### src/rtl/mem_access_ctrl.sv
// Load/store unit bus master: turns EX-stage memory requests into a registered
// request/ack bus transaction. Define MEM_TIMEOUT_EN to abort BUSY after TIMEOUT_CYCLES.
module mem_access_ctrl #(
  parameter int unsigned TIMEOUT_CYCLES = 16
) (
  input  logic        clk,
  input  logic        reset,
  input  logic        mem_enable_in,
  input  logic        mem_rw_in,
  input  logic        mem_size_in,
  input  logic [31:0] addr_in,
  input  logic [31:0] wdata_in,
  output logic        stall_out,
  output logic [31:0] rdata_out,
  output logic        rdata_valid_out,
  output logic        align_err_out,
  output logic        timeout_err_out,
  output logic        bus_req,
  output logic        bus_we,
  output logic [31:0] bus_addr,
  output logic [3:0]  bus_be,
  output logic [31:0] bus_wdata,
  input  logic        bus_ack,
  input  logic [31:0] bus_rdata
);

  typedef enum logic [1:0] {
    IDLE = 2'd0,
    BUSY = 2'd1,
    DONE = 2'd2
  } state_t;

  state_t      state;
  state_t      state_next;
  logic        aligned;
  logic        accept;
  logic        ack_hit;
  logic        timeout_hit;
  logic        size_q;
  logic [1:0]  lane_q;

  // Bytes can sit on any lane; words must start on a 4-byte boundary.
  assign aligned = mem_size_in | (addr_in[1:0] == 2'b00);

  // NOTE: sequential state uses non-blocking assignments so every register
  // samples the pre-edge values of its neighbours, independent of block order.
  always_ff @(posedge clk) begin
    if (reset) state <= IDLE;
    else       state <= state_next;
  end

  // NOTE: every output of this block is given a default before the case, so no
  // path leaves a signal unassigned and no latch is inferred.
  always_comb begin
    state_next = state;
    stall_out  = 1'b0;
    accept     = 1'b0;
    ack_hit    = 1'b0;
    unique case (state)
      IDLE: begin
        if (mem_enable_in && aligned) begin
          accept     = 1'b1;
          stall_out  = 1'b1;
          state_next = BUSY;
        end
      end
      BUSY: begin
        stall_out = 1'b1;
        if (bus_ack) begin
          ack_hit    = 1'b1;
          state_next = DONE;
        end else if (timeout_hit) begin
          state_next = IDLE;
        end
      end
      DONE:    state_next = IDLE;
      default: state_next = IDLE;
    endcase
  end

  always_ff @(posedge clk) begin
    if (reset) begin
      bus_req         <= 1'b0;
      bus_we          <= 1'b0;
      bus_addr        <= '0;
      bus_be          <= '0;
      bus_wdata       <= '0;
      size_q          <= 1'b0;
      lane_q          <= '0;
      rdata_out       <= '0;
      rdata_valid_out <= 1'b0;
      align_err_out   <= 1'b0;
    end else begin
      rdata_valid_out <= 1'b0;
      align_err_out   <= 1'b0;

      if (accept) begin
        bus_req   <= 1'b1;
        bus_we    <= mem_rw_in;
        bus_addr  <= {addr_in[31:2], 2'b00};
        bus_be    <= mem_size_in ? (4'b0001 << addr_in[1:0]) : 4'hF;
        bus_wdata <= mem_size_in ? {4{wdata_in[7:0]}} : wdata_in;
        size_q    <= mem_size_in;
        lane_q    <= addr_in[1:0];
      end else if (state == IDLE && mem_enable_in) begin
        align_err_out <= 1'b1;
      end

      if (ack_hit) begin
        bus_req <= 1'b0;
        if (!bus_we) begin
          rdata_out       <= size_q ? {24'b0, bus_rdata[{lane_q, 3'b000} +: 8]} : bus_rdata;
          rdata_valid_out <= 1'b1;
        end
      end else if (timeout_hit) begin
        bus_req <= 1'b0;
      end
    end
  end

`ifdef MEM_TIMEOUT_EN
  localparam int unsigned CNT_W = (TIMEOUT_CYCLES > 1) ? $clog2(TIMEOUT_CYCLES) : 1;

  logic [CNT_W-1:0] wait_cnt;

  // Fires on the last permitted ack-less BUSY cycle; the abort lands next edge.
  assign timeout_hit = (state == BUSY) && !bus_ack &&
                       (wait_cnt == CNT_W'(TIMEOUT_CYCLES - 1));

  always_ff @(posedge clk) begin
    if (reset) begin
      wait_cnt        <= '0;
      timeout_err_out <= 1'b0;
    end else begin
      timeout_err_out <= timeout_hit;
      if (state != BUSY)  wait_cnt <= '0;
      else if (!bus_ack)  wait_cnt <= wait_cnt + CNT_W'(1);
    end
  end
`else
  logic unused_timeout_cfg;

  assign unused_timeout_cfg = (TIMEOUT_CYCLES != 0);
  assign timeout_hit        = 1'b0;
  assign timeout_err_out    = 1'b0;
`endif

endmodule

### config.mk
export PLATFORM = sky130hd
export DESIGN_NAME = mem_access_ctrl
export DESIGN_NICKNAME = d
export VERILOG_FILES = /design/src/rtl/mem_access_ctrl.sv
export SDC_FILE = /design/constraint.sdc
export NUM_CORES = 1
export LEC_CHECK = 0
export ABC_AREA = 1
export CORE_ASPECT_RATIO = 0.9
export CORE_MARGIN = 3
export CORE_UTILIZATION = 44
export DETAILED_ROUTE_END_ITERATION = 10
export GPL_ROUTABILITY_DRIVEN = 0
export PLACE_DENSITY = 0.85
export SETUP_SLACK_MARGIN = 0.1
export SLEW_MARGIN = 20
export SYNTH_ARGS = -nofsm -noshare
export SYNTH_HDL_FRONTEND = slang
export SYNTH_SLANG_ARGS = --single-unit
### constraint.sdc
create_clock -name clk -period 4.2 [get_ports clk]
set_input_delay 1.26 -clock clk [delete_from_list [all_inputs] [get_ports clk]]
set_output_delay 1.26 -clock clk [all_outputs]
set_load 0.01 [all_outputs]
==> flow_summary.yaml <==
run_status:
  run_status: "finished, final reports clean"
hold_path:
  min_delay_path_depth: 2
  hp-class: "flop to flop"
placed_design:
  dpl.cell_count: 909
  dpl-instance-area_um2: 6370
  io_buffers: 204
  dp_hpwl_um: 10100
setup_path:
  cp.arrival_ns: 2.73
  cp_num_buf_inv: 3
  crit_cells: 6
  critPathKind: "input port to output port"
  path_max_fanout: 4
  timing.critical_path.from_type: "input port"
  crit_top_cell: "clkdlybuf4s50_1"
  cp-end-kind: "output port"
  crit_family: "buffers and inverters"
  critPathSlowestCell: "clkdlybuf4s50_1"
  ff2ff_path_depth: 8
  max_stage_delay_ns: 0.54
  crit_chain: "clkdlybuf4s50_1 -> nor2_1 -> buf_4 -> o21ai_4 -> nand2_1 -> clkdlybuf4s50_1"
  worstPathRequired_ns: 2.94
pwr:
  power_density_nw_per_um2: 352
  p_seq_share_pct: 48.3
  p_leak_nw: 2.80
  clock_power_share_pct: 30.8
  p_int_w: 0.00171
  pwr-share-comb_pct: 20.9
  power_w: 0.00232
  switching_power_w: 0.000611
  p_sw_share_pct: 26.3
  ir_worst_vdd_mv: 0.254
global_routing:
  use_met3_pct: 7.50
  grt_pass1_wl_um: 21100
  grt_max_degree: 68
  grt.total_usage_pct: 23.2
  antenna_found_initial: 0
  first_global_vias: 4368
  gr-total-overflow: 0
  grt-busiest-layer: "met2"
  use_met1_pct: 27.0
  grtUsageMet2_pct: 41.4
cts:
  cts_tree: "yes"
  numClockSinks: 107
  cts-resized-gates: 0
  clockBufferDepth: 2
  cts_setup_buffers: 0
  cts_buffers: 9
  clk_pin_slew_ns: 0.10
  htreeDepth: 3
  clockRootBuffer: "clkbuf_8"
  clk_latency_ns: 0.37
  cts-hold-fix-buffers: 0
finish:
  fin_area_um2: 6610
  num-nets-final: 900
  antenna_cells: 0
  fill_cells: 794
  layout-drive-gt1-share_pct: 4.23
  area_growth_pct: 50.7
  final_cells: 925
  fin_util_pct: 70.2
logic_synthesis:
  yosysTopAreaCellShare_pct: 48.9
  yosys_warnings: 0
  yosysTopAreaCell: "dfxtp_1"
  synth_most_common_cell: "nand2_1"
  synth.avg_cell_area_um2: 7.09
  ys_ff_latch: 107
  synth-edff-count: 0
  synth_cell_types: 18
  async_flop_share_pct: 0
  ys_seq_area_share_pct: 48.9
  synthFlopType: "dfxtp_1"
  synthCells: 618
  netlist_area_um2: 4380
  ys_top_cells_by_count: "nand2_1, nor2_1, dfxtp_1"
  synth_area_leaders: "dfxtp_1, nand2_1, nor2_1"
timing:
  min_period_ns: 3.99
  rsz0062_at_grt: "no"
  relSlewSlack_pct: 39.7
  layout_worst_path_cycle_share_pct: 94.9
  worst_pin_slew_ns: 0.903
  final-max-slew-violation-count: 0
  hold_violations: 0
  fmax_mhz: 251
  setup_viol: 0
  tns_ns: 0
  final.setup_skew_ns: 0.0110
drt:
  vias_per_cell: 4.97
  drtAntennaViolNets: 0
  wire_per_inst_um: 14.5
  drc: 0
  drt_iter0_drc: 254
  dr.pass1.iters: 5
  wirelength_um: 13400
  vias: 4594
floorplan:
  die-area_um2: 11200
  initial_core_util_pct: 46.6
  pin_count: 208
  fp.coreArea_um2: 9410
  die_y_um: 101
  dieWidth_um: 111
  rows: 33
job:
  cap_violations: 0
## power by group through the flow
stage          clock network [W]  registers [W]  logic [W]
5_1_grt                 0.000777        0.00113   0.000533
6_report                0.000717        0.00112   0.000485
4_1_cts                 0.000734        0.00112   0.000488
3_3_place_gp                   0        0.00114   0.000474
2_1_floorplan                  0        0.00117   0.000193
3_5_place_dp                   0        0.00115   0.000485
## logic make-up after synthesis
family                 after synthesis  share of synthesized area [%]
AND/OR/NAND/NOR                    323                           29.0
AO/OA/AOI/OAI                      114                           13.4
flip-flops                         107                           48.9
buffers and inverters               73                           8.65
other                                1                         0.0855
## worst reg2reg max path: stages (launching register included)
cell and delay [ns]:
dfxtp_1 0.40, inv_2 0.05, nand3_2 0.09, inv_2 0.05
o21ai_4 0.05, buf_4 0.50, clkinv_2 0.88, nor2_1 0.39
nor2_1 0.08
## area by class of cell
type                            count  area, µm²  share of cell area [%]
Sequential cell                   107       2140                    32.4
Timing Repair Buffer              209       2090                    31.7
Multi-Input combinational cell    440       1870                    28.3
Tap cell                          122        153                    2.31
Clock buffer                       11        151                    2.29
Inverter                           31        118                    1.78
Clock inverter                      5       82.6                    1.25
## path summary, 6_finish.rpt
check,to,start,slack [ns]
worst max-delay path,stall_out,addr_in[1],0.21
worst min-delay path,bus_be[0],bus_be[0],0.47
worst max register to register,bus_addr[14],state[0],1.61
worst min register to register,bus_be[0],bus_be[0],0.47
## flip-flops by register name, summed over array words and instances, names as in the netlist, 2 cells and up
| name | count |
|---|---|
| bus_addr | 30 |
| bus_be | 4 |
| bus_wdata | 32 |
| lane_q | 2 |
| rdata_out | 32 |
| state | 2 |
## metrics by stage
stage / setup WS, ns / hold slack [ns]
6_report: 0.214 / 0.473
5_1_grt: 0.159 / 0.491
4_1_cts: 0.202 / 0.473
3_5_place_dp: 0.209 / 0.460
3_3_place_gp: 0.214 / 0.451
2_1_floorplan: 1.09 / 0.484
## placed cells by master, fill, tap and decap left out
cell,netlist,final
clkdlybuf4s50_1,0,204
nand2_1,150,150
nor2_1,136,136
dfxtp_1,107,107
o21ai_0,92,92
nand3_1,33,33
inv_1,24,24
a21oi_1,14,14
clkbuf_8,0,11
inv_2,7,6
o21ai_1,6,6
buf_4,5,4
conb_1,1,3
nand3_2,2,2
nor2_2,2,2
clkinv_2,0,2
bufinv_16,0,2
o21ai_4,1,1
o21bai_2,1,1
inv_6,0,1
clkinv_4,0,1
buf_12,0,1
## routing by layer
metal / vias to the layer above / share of wire, %
li1: 2304 / -
met1: 2099 / 40
met2: 171 / 51
met3: 20 / 7.3
met4: 0 / 1.9
met5: - / 0
Note: power is estimated with default switching activity, not from simulation.
